File: src/rtl/fb_write_sched.sv
// Write-port scheduler for the dual-half framebuffer: paint pixel writes take
// priority, and a built-in sequencer sweeps both halves with a fill colour.
module fb_write_sched #(
    parameter int DATA_W  = 12,
    parameter int HALF_AW = 11,
    parameter int PIX_AW  = 12
) (
    input  logic              clk,
    input  logic              rst,
    input  logic              paint_req,
    input  logic [PIX_AW-1:0] paint_addr,
    input  logic [DATA_W-1:0] paint_wdata,
    output logic              paint_gnt,
    input  logic              clear_req,
    input  logic [DATA_W-1:0] clear_color,
    output logic              clear_busy,
    output logic              clear_done,
    output logic              wr0,
    output logic              wr1,
    output logic [HALF_AW-1:0] waddr,
    output logic [DATA_W-1:0] wdata
);

    typedef enum logic {IDLE, CLEAR} state_t;

    state_t              state, state_n;
    logic [HALF_AW-1:0]  cnt, cnt_n;
    logic [DATA_W-1:0]   color_reg, color_n;
    logic                fin, fin_n;
    logic                gnt_n, busy_n, done_n, wr0_n, wr1_n;
    logic [HALF_AW-1:0]  waddr_n;
    logic [DATA_W-1:0]   wdata_n;
    logic                paint_slot, clear_slot, accept;

    always_comb begin
        state_n = state;
        cnt_n   = cnt;
        color_n = color_reg;
        fin_n   = 1'b0;
        gnt_n   = 1'b0;
        wr0_n   = 1'b0;
        wr1_n   = 1'b0;
        waddr_n = waddr;
        wdata_n = wdata;
        busy_n  = clear_busy;
        done_n  = 1'b0;

        // Requiring paint_gnt=0 leaves every other cycle free for the sweep.
        paint_slot = paint_req && !paint_gnt;
        clear_slot = !paint_slot && (state == CLEAR);
        // Busy stays high through the trailing done-pending cycle, so a
        // request landing there or on the done pulse is dropped.
        accept     = (state == IDLE) && clear_req && !clear_busy && !clear_done;

        if (paint_slot) begin
            gnt_n   = 1'b1;
            wr0_n   = ~paint_addr[PIX_AW-1];
            wr1_n   = paint_addr[PIX_AW-1];
            waddr_n = paint_addr[HALF_AW-1:0];
            wdata_n = paint_wdata;
        end else if (clear_slot) begin
            wr0_n   = 1'b1;
            wr1_n   = 1'b1;
            waddr_n = cnt;
            wdata_n = color_reg;
            cnt_n   = cnt + 1'b1;
            if (cnt == {HALF_AW{1'b1}}) begin
                state_n = IDLE;
                fin_n   = 1'b1;
            end
        end

        if (accept) begin
            state_n = CLEAR;
            color_n = clear_color;
            cnt_n   = '0;
            busy_n  = 1'b1;
        end

        if (fin) begin
            busy_n = 1'b0;
            done_n = 1'b1;
        end
    end

    always_ff @(posedge clk) begin
        if (rst) begin
            state      <= IDLE;
            cnt        <= '0;
            color_reg  <= '0;
            fin        <= 1'b0;
            paint_gnt  <= 1'b0;
            clear_busy <= 1'b0;
            clear_done <= 1'b0;
            wr0        <= 1'b0;
            wr1        <= 1'b0;
            waddr      <= '0;
            wdata      <= '0;
        end else begin
            state      <= state_n;
            cnt        <= cnt_n;
            color_reg  <= color_n;
            fin        <= fin_n;
            paint_gnt  <= gnt_n;
            clear_busy <= busy_n;
            clear_done <= done_n;
            wr0        <= wr0_n;
            wr1        <= wr1_n;
            waddr      <= waddr_n;
            wdata      <= wdata_n;
        end
    end

endmodule

File: config.mk
export PLATFORM = sky130hd
export DESIGN_NAME = fb_write_sched
export DESIGN_NICKNAME = d
export VERILOG_FILES = /design/src/rtl/fb_write_sched.sv
export SDC_FILE = /design/constraint.sdc
export NUM_CORES = 1
export LEC_CHECK = 0
export CORE_MARGIN = 3
export CORE_UTILIZATION = 46
export CTS_CLUSTER_SIZE = 25
export DETAILED_ROUTE_END_ITERATION = 8
export GPL_ROUTABILITY_DRIVEN = 0
export HOLD_SLACK_MARGIN = 0.05
export PLACE_DENSITY_LB_ADDON = 0.3
export SETUP_SLACK_MARGIN = 0.4
export SYNTH_ARGS = -nofsm -noshare
export SYNTH_HDL_FRONTEND = slang
export SYNTH_SLANG_ARGS = --single-unit
export TNS_END_PERCENT = 5
File: constraint.sdc
create_clock -name clk -period 2.4 [get_ports clk]
set_input_delay 0.48 -clock clk [delete_from_list [all_inputs] [get_ports clk]]
set_output_delay 0.48 -clock clk [all_outputs]
set_load 0.02 [all_outputs]
; ---- Yosys cells after proc, flatten, opt, wreduce, memory -nomap -nowiden
; Cells that the tools add are included.
[op_classes]
add_sub_neg = 1
eq_ne = 2
mux = 14
bitwise = 4
reduce_logical = 17
[op_table]
columns = cell, n
row1 = two-way mux 12 bit, 2
row2 = two-way mux 11 bit, 2
row3 = "adder 11 x 1 -> 11 bit, second input constant", 1
row4 = "equality test 11 bit, second input constant", 1
row5 = two-way mux 1 bit, 10
row6 = nonzero test 2 bit, 3
row7 = logical AND 1 bit, 5
row8 = zero test 1 bit, 4
row9 = NOT 1 bit, 4
row10 = OR reduction 2 bit, 2
row11 = AND reduction 3 bit, 1
row12 = OR reduction 3 bit, 1
row13 = "!= test 2 x 1 -> 1 bit, second input constant", 1
row14 = AND reduction 2 bit, 1
[word_totals]
reg_bits = 53
output_inout_bits = 28
elab_cells = 49

; ---- Longest topological paths before layout
; Gate-level depths: netlist of the first run.
[depth]
ltp_word = 7
mapped_depth = 6
depth_no_buf = 5

; ---- Worst setup path before layout of the first run
; Ideal clock, no wire load.
[synth_path]
path_type = register -> register
start = register cnt[0]
end = register cnt[10]
setup_time_ps = 121
arrival_time_ps = 1516
t_required_ps = 2279
slack_ps = 763
path_stages_with_launch = 6
n_path_buf = 0
period_less_slack_ps = 1637
path_cell_list = dfxtp_1 -> ha_1 -> nand2_1 -> or3_1 -> nor3_2 -> mux2_2
[synth_via]
elab_chain_len = 1
[synth_rtl]
columns = element, line_no
row1 = "start, declared", 27  ; logic [HALF_AW-1:0] cnt, cnt_n;
row2 = "start signal, assigned", 101  ; cnt <= cnt_n;
row3 = adder 11 x 1 -> 11 bit, 66  ; cnt_n = cnt + 1'b1;
; No other way between the ends.
; A chain may end at the register's enable or synchronous reset.

; ---- Worst setup path in the final report of the first run
[layout_path]
start = register clear_busy
end = output port clear_busy
[layout_rtl]
columns = element, line_no
row1 = "start, declared", 16  ; output logic clear_busy,
row2 = "start signal, assigned", 105  ; clear_busy <= busy_n;
; No word-level cell between the ends.

==> flow_summary.json, run 1 <==
{
  "final_layout_size_suffix_gt1_share_pct": 6.536,
  "timing.critical_path.buf_inv": 1,
  "synth_area_leaders": "dfxtp_1 49%, mux2i_1 10%, a211oi_1 8.0%",
  "ys_types": 29,
  "worstSkewPairLatency_ps": 300,
  "grt_util_all_layers_pct": 18.66,
  "max_cap_viol_count": 0,
  "async_reset_ff_share_pct": 0,
  "hold_path_class": "reg2reg",
  "placement.io_buffers": 67,
  "fin_hold_ws_ps": 405.9,
  "cp_max_fo": 5,
  "cts_tree": "done",
  "relSlewSlack_pct": 70.34,
  "grt_pass1_vias": 1751,
  "viasPerCell": 5.246,
  "endpoint_kind": "output pin",
  "synth_edf_count": 0,
  "cts_resized": 0,
  "fin_nets": 346,
  "total_leakage_power_nw": 1.062,
  "ir_drop_uv": 382.4,
  "die_w_um": 74.32,
  "final-seq-area_mm2": 0.001062,
  "core_mm2": 0.004444,
  "cp_top_family": "buffers and inverters",
  "slowest_stage": "clkdlybuf4s50_1",
  "rows": 24,
  "root_buffer": "clkbuf_8",
  "drtIter0Drc": 68,
  "area_growth_pct": 38.81,
  "fin_crit_sh_pct": 78.00,
  "grt_pass1_wl_mm": 8.004,
  "tns_ps": 0,
  "yosysWarnings": 0,
  "fin_util_pct": 67.06,
  "grt_start_max_net_pins": 43,
  "synth_nets": 281,
  "synth_cells": 240,
  "setup_viol": 0,
  "clockBufferDepth": 2,
  "period_needed_ps": 1872,
  "num-fill-cells": 370,
  "p_per_area_mw_per_mm2": 607.7,
  "multiInputGateArea_mm2": 0.001011,
  "die_h_um": 74.32,
  "cpPeakStageDelay_ps": 650,
  "numCtsBuffers": 5,
  "yosysMostFrequentCell": "dfxtp_1",
  "hold_viol_final": 0,
  "synth_area_mm2": 0.002147,
  "ant_nets": 0,
  "remaining_drc_errors": 0,
  "slew_viol_final": 0,
  "rsz0062_at_grt": "false",
  "htree_num_levels": 2,
  "dieArea_mm2": 0.005523,
  "ys_ff_latch": 53,
  "cts.sinks": 53,
  "fin_area_mm2": 0.002980,
  "ioPinCount": 68,
  "outcome": "finished, final reports clean",
  "antenna_found_initial": 0,
  "dpl.hpwl_mm": 3.473,
  "netlist_top_cells_count": "53 x dfxtp_1, 37 x nor2_1, 31 x nand2_1",
  "finalWirelength_mm": 4.977,
  "dr.pass1.iters": 4,
  "required_ps": 1920,
  "yosysTopAreaCellShare_pct": 49.42,
  "fmaxAchievable_mhz": 534.2,
  "total_power_mw": 1.811,
  "initial_utilization_pct": 48.31,
  "dr_total_vias": 1878,
  "synth_seq_area_share_pct": 49.42,
  "placed_area_mm2": 0.002897,
  "crit_chain": "clkdlybuf4s50_1",
  "wire_per_inst_um": 13.90,
  "tightest_slew_ps": 444.9,
  "synth_area_per_cell_um2": 8.946,
  "synth_flop_cell": "dfxtp_1",
  "skew_ps": 10.89,
  "postCtsSetupRepairBufs": 0,
  "cp.arrival_ps": 1390,
  "yosys.area.top_type": "dfxtp_1",
  "cp-start-kind": "register",
  "cts_hold_buf": 0,
  "overflow": 0,
  "antenna_cells": 0,
  "clk_pin_slew_ps": 100,
  "critical_path_class": "reg2out"
}
## cells by family (layout without fill, tap and decap cells)
| group | count (synthesis) | count (layout) | share of synthesized area, % |
|---|---|---|---|
| fa+ha+maj | 1 | 1 | 0.5827 |
| flops | 53 | 53 | 49.42 |
| simple gates | 93 | 93 | 19.41 |
| buf+inv | 20 | 86 | 3.904 |
| compound gates | 42 | 42 | 12.65 |
| mux | 23 | 23 | 10.78 |
| xor+xnor | 8 | 8 | 3.264 |
## report_power, final
group | switching [mW] | total (mW) | internal, mW
Sequential | 0.0348 | 0.967 | 0.932
Clock | 0.281 | 0.488 | 0.207
Combinational | 0.168 | 0.357 | 0.189
Total | 0.484 | 1.81 | 1.33
## per-layer routing
layer / track usage, % / wire length (um) / up-vias / share of wire (%)
met5: 0 / 0 / - / 0
met4: 5.336 / 71 / 0 / 1.4
met3: 5.270 / 264 / 6 / 5.3
met2: 29.53 / 2285 / 55 / 46
met1: 25.04 / 2355 / 862 / 47
li1: - / - / 955 / -
## layout by cell type (no fill, tap or decap), drive strengths merged, types with 3 or more instances in the layout
master / synthesis / routed
clkbuf: 12 / 7
xnor2: 6 / 6
nor2: 37 / 37
dfxtp: 53 / 53
clkdlybuf4s50: 0 / 67
mux2i: 22 / 22
nor3: 4 / 4
nor4: 3 / 3
buf: 6 / 9
nand3: 4 / 4
nand2b: 3 / 3
a21oi: 16 / 16
nand2: 31 / 31
a211oi: 23 / 23
## layout make-up
class,count,share of cell area (%)
multi-input cells,167,33.92
flip-flops and latches,53,35.64
clock buffers,7,2.561
repair buffers,76,25.19
well taps,52,2.183
inverters,2,0.2519
clock inverters,1,0.2519
## final timing paths
path / start / to / slack (ps) / cells past startpoint
worst max-delay path: clear_busy / clear_busy / 530 / 1
worst max register to register: cnt[0] / cnt[10] / 540 / 5
worst min-delay path: fin / clear_busy / 410 / 1
worst min register to register: fin / clear_busy / 410 / 1
## stage by stage
step,std cells,worst slack [ps]
final,358,528.0
after global routing,358,416.2
after CTS,358,520.4
after detailed placement,350,242.2
after global placement,350,264.8
after floorplan,240,763.1
Power figures use the tool's default switching activity.
==> run 2: changes to the inputs <==
==> constraint.sdc (replaced) <==
create_clock -name clk -period 1.85 [get_ports clk]
set_input_delay 0.37 -clock clk [delete_from_list [all_inputs] [get_ports clk]]
set_output_delay 0.37 -clock clk [all_outputs]
set_load 0.02 [all_outputs]
==> flow_summary.json, run 2 (synthesis gave the netlist of run 1 again) <==
{
  "outcome": "finished, final reports clean",
  "ant_nets": 0,
  "clk_pin_slew_ps": 90,
  "cp_max_fo": 3,
  "die_h_um": 74.32,
  "grt_util_all_layers_pct": 18.40,
  "fmaxAchievable_mhz": 610.9,
  "hold_viol_final": 0,
  "placement.io_buffers": 67,
  "grt_pass1_wl_mm": 8.017,
  "antenna_found_initial": 0,
  "viasPerCell": 5.219,
  "period_needed_ps": 1637,
  "r2r-end": "cnt[10]",
  "setup_viol": 0,
  "regToRegStartpoint": "cnt[0]",
  "cp.arrival_ps": 1270,
  "cts.sinks": 53,
  "dpl.hpwl_mm": 3.549,
  "slowest_stage": "clkdlybuf4s50_1",
  "crit_chain": "clkdlybuf4s50_1",
  "reg2reg_slack_ps": 280,
  "cts_tree": "done",
  "die_w_um": 74.32,
  "finalWirelength_mm": 4.949,
  "ir_drop_uv": 498.5,
  "tightest_slew_ps": 331.6,
  "fin_util_pct": 70.05,
  "cts_hold_buf": 0,
  "root_buffer": "clkbuf_8",
  "endpoint_kind": "output pin",
  "area_growth_pct": 44.99,
  "overflow": 0,
  "critical_path_class": "reg2out",
  "cpPeakStageDelay_ps": 610,
  "antenna_cells": 0,
  "p_per_area_mw_per_mm2": 765.6,
  "total_leakage_power_nw": 1.173,
  "timing.critical_path.buf_inv": 1,
  "hold_path_class": "reg2reg",
  "worstHoldEndpoint": "clear_busy",
  "grt_pass1_vias": 1811,
  "initial_utilization_pct": 48.31,
  "final_cell_mix": "63 x clkdlybuf4s50_1, 46 x dfxtp_1, 37 x nor2_1",
  "pre_cts_ws_ps": -212.1,
  "htree_num_levels": 2,
  "wire_per_inst_um": 13.56,
  "cp_top_family": "buffers and inverters",
  "dieArea_mm2": 0.005523,
  "numCtsBuffers": 5,
  "num-fill-cells": 368,
  "required_ps": 1480,
  "fin_nets": 353,
  "grt_start_max_net_pins": 32,
  "ioPinCount": 68,
  "core_mm2": 0.004444,
  "worstSkewPairLatency_ps": 300,
  "cp-start-kind": "register",
  "final_layout_size_suffix_gt1_share_pct": 12.46,
  "clockBufferDepth": 2,
  "slew_viol_final": 0,
  "rsz0062_at_grt": "true",
  "post-route-worst-setup-slack_ps": 213.0,
  "fin_crit_sh_pct": 88.48,
  "fin_hold_ws_ps": 441.5,
  "relSlewSlack_pct": 77.58,
  "dr_total_vias": 1905,
  "max_cap_viol_count": 0,
  "hold_depth": 1,
  "hp-start": "fin",
  "mostFrequentLayoutCell": "clkdlybuf4s50_1",
  "skew_ps": 8.711,
  "drtIter0Drc": 57,
  "remaining_drc_errors": 0,
  "dr.pass1.iters": 4,
  "r2r_cells": 5,
  "rows": 24
}
## run 2: cell types whose count changed in the layout (fill, tap and decap cells not counted), moves of 2 or more
cell	previous run	this run
buf_4	8	15
clkdlybuf4s50_1	67	63
dfxtp_1	52	46
dfxtp_4	0	5
dlygate4sd2_1	0	2
## run 2: report_power, final
| group | total [mW] | internal [mW] | leakage, nW | switching [mW] |
|---|---|---|---|---|
| sequential | 1.25 | 1.20 | 0.440 | 0.0430 |
| combinational | 0.483 | 0.258 | 0.688 | 0.225 |
| clock | 0.653 | 0.306 | 0.0455 | 0.348 |
| total | 2.38 | 1.77 | 1.17 | 0.616 |
## run 2: layout make-up
type / count / area (um2) / share of cell area (%)
Sequential cell: 53 / 1082 / 34.77
Multi-Input combinational cell: 167 / 1065 / 34.20
Clock buffer: 8 / 90.09 / 2.894
Timing Repair Buffer: 83 / 803.3 / 25.80
Inverter: 2 / 7.507 / 0.2412
Tap cell: 52 / 65.06 / 2.090
## run 2: stage by stage
stage / area (um2) / power, mW / std cells / TNS (ps)
after floorplan: 2187 / 1.512 / 240 / 0
after global placement: 2974 / 1.748 / 355 / -360.6
after detailed placement: 2974 / 1.756 / 355 / -497.8
after CTS: 3062 / 2.401 / 363 / 0
after global routing: 3113 / 2.492 / 365 / 0
final: 3113 / 2.383 / 365 / 0
## run 2: worst max path at each step
stage               startpoint   endpoint  slack, ps  depth (start not counted)
finish               paint_gnt  paint_gnt        210                          1
global route          wdata[3]   wdata[3]        160                          1
CTS                  paint_gnt  paint_gnt        200                          1
detailed placement   paint_req    cnt[10]       -210                          5
global placement     paint_req    cnt[10]       -170                          5
floorplan               cnt[1]    cnt[10]        320                          5
## run 2: metal layers
metal	vias to the layer above	part of all wire [%]	global-route usage, %
li1	971	-	-
met1	882	47	24.69
met2	50	48	29.82
met3	2	5.2	4.595
met4	0	0.38	4.743
met5	-	0	0
## run 2: timing repair
action	in CTS	in global routing
endpoints found under the setup margin	53	53
buffers inserted	0	2
resized for setup	4	11
pin swaps	1	1
